`config.mk`:
```
export PLATFORM = sky130hd
export DESIGN_NAME = carga_operandos
export DESIGN_NICKNAME = d
export VERILOG_FILES = /design/src/rtl/carga_operandos.sv
export SDC_FILE = /design/constraint.sdc
export NUM_CORES = 1
export LEC_CHECK = 0
export BUFFER_PORTS_ARGS = -buffer_cell sky130_fd_sc_hd__buf_2
export CORE_ASPECT_RATIO = 1.2
export CORE_UTILIZATION = 51
export DETAILED_ROUTE_END_ITERATION = 7
export GPL_ROUTABILITY_DRIVEN = 0
export PLACE_DENSITY = 0.84
export SYNTH_ARGS = -nofsm -noshare
export SYNTH_HDL_FRONTEND = slang
export SYNTH_SLANG_ARGS = --single-unit
```
`constraint.sdc`:
```
create_clock -name clk -period 2.14 [get_ports clk]
set_input_delay 0.428 -clock clk [delete_from_list [all_inputs] [get_ports clk]]
set_output_delay 0.428 -clock clk [all_outputs]
set_load 0.02 [all_outputs]
```
`src/rtl/carga_operandos.sv`:
```
// -----------------------------------------------------------------------------
// carga_operandos
// Collects an operand set for a signed 6-bit ALU from a single switch bank and a
// confirm pushbutton. Each debounced press captures one field in turn (A, B,
// opcode). The complete set is then offered downstream until READY accepts it.
//
// Parameters
//   DEB_CYCLES : consecutive stable synchronized cycles needed to accept a
//                button level change (2..255)
// Ports
//   clk    : clock, all state on the rising edge
//   rst    : synchronous active-high reset
//   SW     : operand/opcode switches (quasi-static)
//   BTN    : raw, bouncing confirm pushbutton
//   READY  : downstream ALU accepts the operand set
//   A, B   : captured operands, two's complement, stored bit-exact
//   OP     : captured ALU opcode (SW[2:0] at capture)
//   VALID  : operand set complete and offered downstream
//   ESTADO : current FSM state for the status LEDs
// -----------------------------------------------------------------------------
module carga_operandos #(
    parameter int DEB_CYCLES = 4
) (
    input  logic       clk,
    input  logic       rst,
    input  logic [5:0] SW,
    input  logic       BTN,
    input  logic       READY,
    output logic [5:0] A,
    output logic [5:0] B,
    output logic [2:0] OP,
    output logic       VALID,
    output logic [1:0] ESTADO
);

    typedef enum logic [1:0] {
        S_A    = 2'b00,
        S_B    = 2'b01,
        S_OP   = 2'b10,
        S_EXEC = 2'b11
    } state_t;

    localparam logic [7:0] CNT_MAX = 8'(DEB_CYCLES - 1);

    logic              btn_p0;
    logic              btn_p1;
    logic              btn_s;
    logic              deb_stable;
    logic [7:0]        deb_cnt;
    logic              stable_p2;
    logic              press;

    state_t            state;
    state_t            state_next;
    logic              vld_p3;

    logic signed [5:0] a_reg;
    logic signed [5:0] b_reg;
    logic        [2:0] op_reg;

    // ---- stage 0/1: two-flop synchronizer for the asynchronous button
    always_ff @(posedge clk) begin
        if (rst) begin
            btn_p0 <= 1'b0;
            btn_p1 <= 1'b0;
        end else begin
            btn_p0 <= BTN;
            btn_p1 <= btn_p0;
        end
    end

    assign btn_s = btn_p1;

    // ---- stage 2: debouncer; any cycle agreeing with the stable level restarts
    // the count, so only an uninterrupted run of DEB_CYCLES differing cycles
    // is accepted as a level change
    always_ff @(posedge clk) begin
        if (rst) begin
            deb_stable <= 1'b0;
            deb_cnt    <= 8'd0;
            stable_p2  <= 1'b0;
        end else begin
            stable_p2 <= deb_stable;
            if (btn_s != deb_stable) begin
                if (deb_cnt == CNT_MAX) begin
                    deb_stable <= btn_s;
                    deb_cnt    <= 8'd0;
                end else begin
                    deb_cnt <= deb_cnt + 8'd1;
                end
            end else begin
                deb_cnt <= 8'd0;
            end
        end
    end

    // One-cycle pulse on the rising edge of the debounced level only
    assign press = deb_stable & ~stable_p2;

    // ---- stage 3: operand FSM
    always_ff @(posedge clk) begin
        if (rst) begin
            state  <= S_A;
            vld_p3 <= 1'b0;
        end else begin
            state  <= state_next;
            // VALID is registered from the next state so it tracks S_EXEC
            // exactly, without a combinational path from READY to the output
            vld_p3 <= (state_next == S_EXEC);
        end
    end

    always_comb begin
        state_next = state;
        case (state)
            S_A:     if (press) state_next = S_B;
            S_B:     if (press) state_next = S_OP;
            S_OP:    if (press) state_next = S_EXEC;
            // Presses here are dropped; the handshake alone leaves S_EXEC
            S_EXEC:  if (READY) state_next = S_A;
            default: state_next = S_A;
        endcase
    end

    // Capture registers sample SW on the same edge as the state transition
    always_ff @(posedge clk) begin
        if (rst) begin
            a_reg  <= '0;
            b_reg  <= '0;
            op_reg <= '0;
        end else if (press) begin
            case (state)
                S_A:     a_reg  <= SW;
                S_B:     b_reg  <= SW;
                S_OP:    op_reg <= SW[2:0];
                default: ;
            endcase
        end
    end

    always_comb begin
        A      = a_reg;
        B      = b_reg;
        OP     = op_reg;
        VALID  = vld_p3;
        ESTADO = state;
    end

endmodule

```
# == After elaboration in Yosys (flattened, before gate mapping) ==
# Index checks and enable logic that the tools add are counted.
# op_classes
eq_ne,6
addsub,1
n_mux,5
n_bitwise,3
reduce_logical,6
# ops
op,n
$add A8 B1 Y8 const B,1
$eq A8 B2 Y1 const B,1
$mux W2,4
$pmux W2 S4,1
$reduce_and A2 Y1,4
$eq A2 B2 Y1 const B,3
$reduce_or A3 Y1,1
$eq A2 B1 Y1 const B,1
$logic_not A2 Y1,1
$not A1 Y1,2
$and A1 B1 Y1,1
$ne A1 B1 Y1,1
# word_totals
output_inout_bits,18
input_bits,10
elab_cells,31
ff_bits,30

# == Depth between registers and ports, before layout ==
# Gate-level depths: netlist (run 1).
# depth
depth_word,5
depth_mapped,5

# == Worst setup path after synthesis (run 1) ==
# OpenSTA, ideal clock, no wires.
# synth_timing
path_type,register -> register
start,reg deb_cnt[0]
end,reg deb_stable
setup_time_ps,71
stages_incl_launch_ff,5
t_arrival_ps,1461
slack_ps,608
synth_period_minus_slack_ps,1532
required_time_ps,2069
path_buffers,0
path_cell_list,dfxtp_1 ha_1 or4b_4 or3_1 a21oi_1
# synth_between
elab_chain_cells,2
# synth_lines
item,line,source
"start, declared",49,logic [7:0] deb_cnt;
"start signal, assigned",89,deb_cnt <= deb_cnt + 8'd1;
$eq A8 B2 Y1,85,if (deb_cnt == CNT_MAX) begin
$reduce_and A2 Y1 (no line),n/a,
"end signal, assigned",86,deb_stable <= btn_s;
"end, declared",48,logic deb_stable;
# No other way between the ends.
# A chain may end at the register's enable or synchronous reset.

# == Final worst setup path (run 1) ==
# Same ends and word-level chain as after synthesis.

==> results of run 1 <==
[cells by family (layout without fill, tap and decap cells)]
kind of cell             after synthesis  after routing  synth area share
AND/OR/NAND/NOR                       45             45             0.223
flip-flops                            30             30             0.519
multiplexers                          15             15             0.130
AO/OA/AOI/OAI                         12             12            0.0595
buffers and inverters                  8             39            0.0270
XOR/XNOR                               4              4            0.0303
adder cells (fa/ha/maj)                1              1            0.0108
[routing by layer]
metal / up-vias / routed length, um / track usage
li1: 455 / - / -
met1: 408 / 929 / 0.222
met2: 28 / 1120 / 0.331
met3: 5 / 127 / 0.0940
met4: 0 / 31 / 0.121
met5: - / 0 / 0
[layout make-up]
| class | instances | area share |
|---|---|---|
| flip-flops and latches | 30 | 0.438 |
| multi-input cells | 77 | 0.382 |
| inverters | 4 | 0.0109 |
| well taps | 30 | 0.0273 |
| repair buffers | 27 | 0.0985 |
| clock buffers | 7 | 0.0401 |
| clock inverters | 1 | 0.00365 |
[critical path, delay by kind of cell (launching register included)]
kind | cells | cell delay [ns]
flops | 1 | 0.39
compound gates | 1 | 0.13
simple gates | 2 | 0.86
fa+ha+maj | 1 | 0.22
[cells in the final DEF, fill, tap and decap left out]
master    count
clkbuf_4      5
ha_1          1
mux2i_1      15
dfxtp_1      30
clkinv_2      1
nor4b_4       1
or3_1         5
or2_2         1
xnor2_1       2
xor2_1        2
nand2b_1      2
a31oi_1       1
nand2_1       3
nand3b_1      2
clkbuf_1      1
nand4_1       1
and4bb_2      2
nand3_1       3
o21ai_0       4
nor2b_1       3
buf_2        27
o211ai_2      1
or4b_4        1
nor2_1       21
a21oi_1       6
inv_1         4
clkbuf_8      1
[worst max path at each step]
stage	startpoint	to	slack, ns
after global routing	deb_cnt[0]$_SDFF_PP0_	deb_cnt[4]$_SDFF_PP0_	0.39
after CTS	deb_cnt[0]$_SDFF_PP0_	deb_cnt[3]$_SDFF_PP0_	0.47
after floorplan	deb_cnt[0]$_SDFF_PP0_	deb_stable$_SDFFE_PP0P_	0.61
after detailed placement	deb_cnt[0]$_SDFF_PP0_	deb_cnt[3]$_SDFF_PP0_	0.47
final	deb_cnt[0]$_SDFF_PP0_	deb_stable$_SDFFE_PP0P_	0.47
after global placement	deb_cnt[0]$_SDFF_PP0_	deb_cnt[3]$_SDFF_PP0_	0.56
[power breakdown]
part	internal [mW]	leakage (nW)	switching, mW
combinational	0.00921	0.266	0.0138
sequential	0.560	0.242	0.00127
clock	0.159	0.0353	0.187
[flip-flops by register name, indices dropped and copies added, names as in the netlist]
| name | cells |
|---|---|
| A | 6 |
| B | 6 |
| ESTADO | 2 |
| OP | 3 |
| VALID | 1 |
| btn_p0 | 1 |
| btn_p1 | 1 |
| deb_cnt | 8 |
| deb_stable | 1 |
| stable_p2 | 1 |
[per-stage QoR]
step	power, mW	area [um2]	utilization	worst slack [ns]
2_1_floorplan	0.584	1160	-	0.608
3_3_place_gp	0.596	1310	0.627	0.564
3_5_place_dp	0.597	1310	0.627	0.470
4_1_cts	0.938	1370	0.655	0.471
5_1_grt	0.970	1370	0.655	0.385
6_report	0.930	1370	0.655	0.472
==> flow_summary.ini, run 1 <==
[timing]
hold_ws_ns = 0.317
fin_crit_sh = 0.779
skew_ns = 0.0129
rsz0062_at_grt = no
relSlewSlack = 0.634
finalSetupViolCount = 0
min_period_ns = 1.67
fin_tns_setup_ns = 0
drv_slew = 0
clock.fmax_ghz = 0.600
finalHoldViolCount = 0
worst_pin_slew_ns = 0.546

[die]
die_y_um = 54.2
pin_count = 28
start_util = 0.552
die-area_um2 = 2460
die_w_um = 45.5
coreArea_um2 = 2090
rows = 18

[setup_path]
crit_arrival_ns = 1.92
max_stage_delay_ns = 0.49
reg2reg_slack_ns = 0.47
end_kind = register
crit_fanout = 4
crit_type = reg2reg
crit_chain = ha_1 -> or4b_4 -> or3_1 -> a21oi_1
critical_path.reg2reg.endpoint = deb_stable$_SDFFE_PP0P_
cp_slowest_cell = or4b_4
timing.rr.start = deb_cnt[0]$_SDFF_PP0_
start_kind = register
required_ns = 2.39
rr_worst_depth = 4

[clocking]
insertion_delay_ns = 0.33
clk_pin_slew_ns = 0.09
h-tree-depth = 2
ctsHoldBuffers = 0
cts_sinks = 30
cts_tree = done
post_cts.repair.setup_buffers = 0
clock-root-buffer = clkbuf_4
numCtsBuffers = 5
ctsResizeCount = 0
cts_buffer_depth = 2

[synth]
synth-async-reset-ratio = 0
yosysMostFrequentCell = dfxtp_1
syn_nets = 126
synth_area_leaders = dfxtp_1, mux2i_1, nor2_1
synth_top_cells_by_count = dfxtp_1, nor2_1, mux2i_1
synthesis.area_um2 = 1160
yosys_warnings = 0
synth_edf_count = 0
synth.top_cell.area_share = 0.519
synth.distinct_cells = 24
syn_avg_cell_area_um2 = 10.1
synthCells = 115
synth_area_leader_cell = dfxtp_1
ys_ff_latch = 30
ys_seq_area_frac = 0.519
synth-main-ff-cell = dfxtp_1

[min_path]
min_delay_path_depth = 2
hp-class = in2reg
min_to = btn_p0$_SDFF_PP0_
hp-start = BTN

[final_layout]
fillers = 165
nNetsFinal = 156
drive_gt1_frac = 0.274
seqCellArea_um2 = 601
antennaDiodeCount = 0
multi_input_area_um2 = 524
final_cells = 176
synthToLayoutAreaGrowth_pct = 18.7

[drt]
via_count = 896
drtAntennaViolNets = 0
drc_errors = 0
drt_iter0_markers = 18
routed_wl_mm = 2.21
wl_per_cell_um = 12.6
dr.pass1.iters = 4
via_per_inst = 5.09

[placement]
dp_hpwl_mm = 1.61
io_buffers = 27
dp.cells = 168

[grt]
grt_pass1_wl_mm = 3.43
antenna_found_initial = 0
grt_pass1_vias = 801
gr-total-overflow = 0
grt_max_degree = 23
grt_usage = 0.207

[status]
status = complete, no violations

[run]
cap_violations = 0

[power]
ir_drop_uv = 476
p_leak_nw = 0.543
powerDensity_nw_per_um2 = 678
Power figures use the tool's default switching activity.
==> inputs of run 2 (changes only) <==
==> constraint.sdc (replaced) <==
create_clock -name clk -period 1.6 [get_ports clk]
set_input_delay 0.32 -clock clk [delete_from_list [all_inputs] [get_ports clk]]
set_output_delay 0.32 -clock clk [all_outputs]
set_load 0.02 [all_outputs]
==> flow_summary.ini, run 2 (synthesis gave the netlist of run 1 again) <==
[timing]
skew_ns = 0.00919
clock.fmax_ghz = 0.654
finalHoldViolCount = 0
worst_pin_slew_ns = 0.324
fin_crit_sh = 0.955
drv_slew = 0
min_period_ns = 1.53
relSlewSlack = 0.784
finalSetupViolCount = 0

[run]
cap_violations = 0

[min_path]
hp-start = BTN
min_to = btn_p0$_SDFF_PP0_
hp-class = in2reg
min_delay_path_depth = 2

[die]
start_util = 0.552
pin_count = 28
coreArea_um2 = 2090
rows = 18
die_y_um = 54.2
die_w_um = 45.5
die-area_um2 = 2460

[setup_path]
start_kind = register
rr_worst_depth = 4
reg2reg_slack_ns = 0.07
crit_arrival_ns = 1.79
crit_fanout = 3
timing.rr.start = deb_cnt[1]$_SDFF_PP0_
critical_path.reg2reg.endpoint = deb_stable$_SDFFE_PP0P_
crit_type = reg2reg
required_ns = 1.86
end_kind = register

[power]
finalPower_mw = 1.24
powerDensity_nw_per_um2 = 880
p_leak_nw = 0.565
ir_drop_uv = 875

[status]
status = complete, no violations

[clocking]
numCtsBuffers = 5
cts_sinks = 30
ctsResizeCount = 0
clk_pin_slew_ns = 0.09
ctsHoldBuffers = 0
h-tree-depth = 2
insertion_delay_ns = 0.33
post_cts.repair.setup_buffers = 0
clock-root-buffer = clkbuf_4
cts_buffer_depth = 2
cts_tree = done

[final_layout]
layout_common_cells = dfxtp_1, buf_2, nor2_1
antennaDiodeCount = 0
fillers = 163
synthToLayoutAreaGrowth_pct = 22.3
largest_reg_flops = 8
layout_commonest_cell = dfxtp_1
final_cells = 180
nNetsFinal = 160
top_register = deb_cnt
drive_gt1_frac = 0.307

[placement]
dp_hpwl_mm = 1.60
io_buffers = 27
dp.cells = 172

[drt]
drt_iter0_markers = 19
drtAntennaViolNets = 0
routed_wl_mm = 2.18
wl_per_cell_um = 12.1
dr.pass1.iters = 4
via_per_inst = 4.99
drc_errors = 0
via_count = 898

[grt]
grt_max_degree = 13
antenna_found_initial = 0
grt_pass1_vias = 778
grt_usage = 0.196
grt_pass1_wl_mm = 3.25
gr-total-overflow = 0
## run 2: cell count changes in the layout (fill, tap and decap cells not counted)
cell      delta
o211ai_4     +1
o211ai_2     -1
buf_4        +4
dfxtp_1      -2
dfxtp_2      +2
## run 2: final cells by class
type / count / area (um2) / share of cell area
inverter: 4 / 15.0 / 0.0106
clock buffer: 7 / 55.1 / 0.0389
tap: 30 / 37.5 / 0.0265
multi-input combinational: 77 / 533 / 0.377
sequential: 30 / 603 / 0.427
timing repair buffer: 31 / 165 / 0.117
clock inverter: 1 / 5.00 / 0.00354
## run 2: critical path, cell delays in order, from the launching register on
cell and delay, ns:
dfxtp_2 0.35, ha_1 0.15, or4b_4 0.49, or3_1 0.36, a21oi_1 0.12
## run 2: worst max path at each step
stage,slack (ns),cells after the start,start,end
finish,0.07,4,deb_cnt[1]$_SDFF_PP0_,deb_stable$_SDFFE_PP0P_
global route,-0.003,4,deb_cnt[1]$_SDFF_PP0_,deb_stable$_SDFFE_PP0P_
CTS,0.0008,4,deb_cnt[1]$_SDFF_PP0_,deb_cnt[4]$_SDFF_PP0_
detailed placement,0.01,4,deb_cnt[1]$_SDFF_PP0_,deb_cnt[4]$_SDFF_PP0_
global placement,0.10,4,deb_cnt[1]$_SDFF_PP0_,deb_cnt[2]$_SDFF_PP0_
floorplan,0.07,4,deb_cnt[0]$_SDFF_PP0_,deb_stable$_SDFFE_PP0P_
## run 2: power by group
| group | internal, mW | switching, mW |
|---|---|---|
| clock | 0.212 | 0.246 |
| sequential | 0.749 | 0.00122 |
| combinational | 0.0152 | 0.0202 |
| total | 0.977 | 0.267 |
## run 2: stage by stage
step                hold slack [ns]  setup TNS (ns)  cell area (um2)  utilization  setup WS, ns
finish                        0.215               0             1410        0.675        0.0716
global route                  0.219        -0.00306             1410        0.675      -0.00306
CTS                           0.209               0             1400        0.670      0.000819
detailed placement            0.430               0             1340        0.641        0.0144
global placement              0.426               0             1340        0.641         0.103
floorplan                     0.392               0             1160            -        0.0682
## run 2: routing by layer
| layer | part of all wire | GRT usage |
|---|---|---|
| met5 | 0 | 0 |
| met2 | 0.50 | 0.307 |
| met4 | 0.027 | 0.121 |
| met3 | 0.054 | 0.0872 |
| met1 | 0.42 | 0.212 |
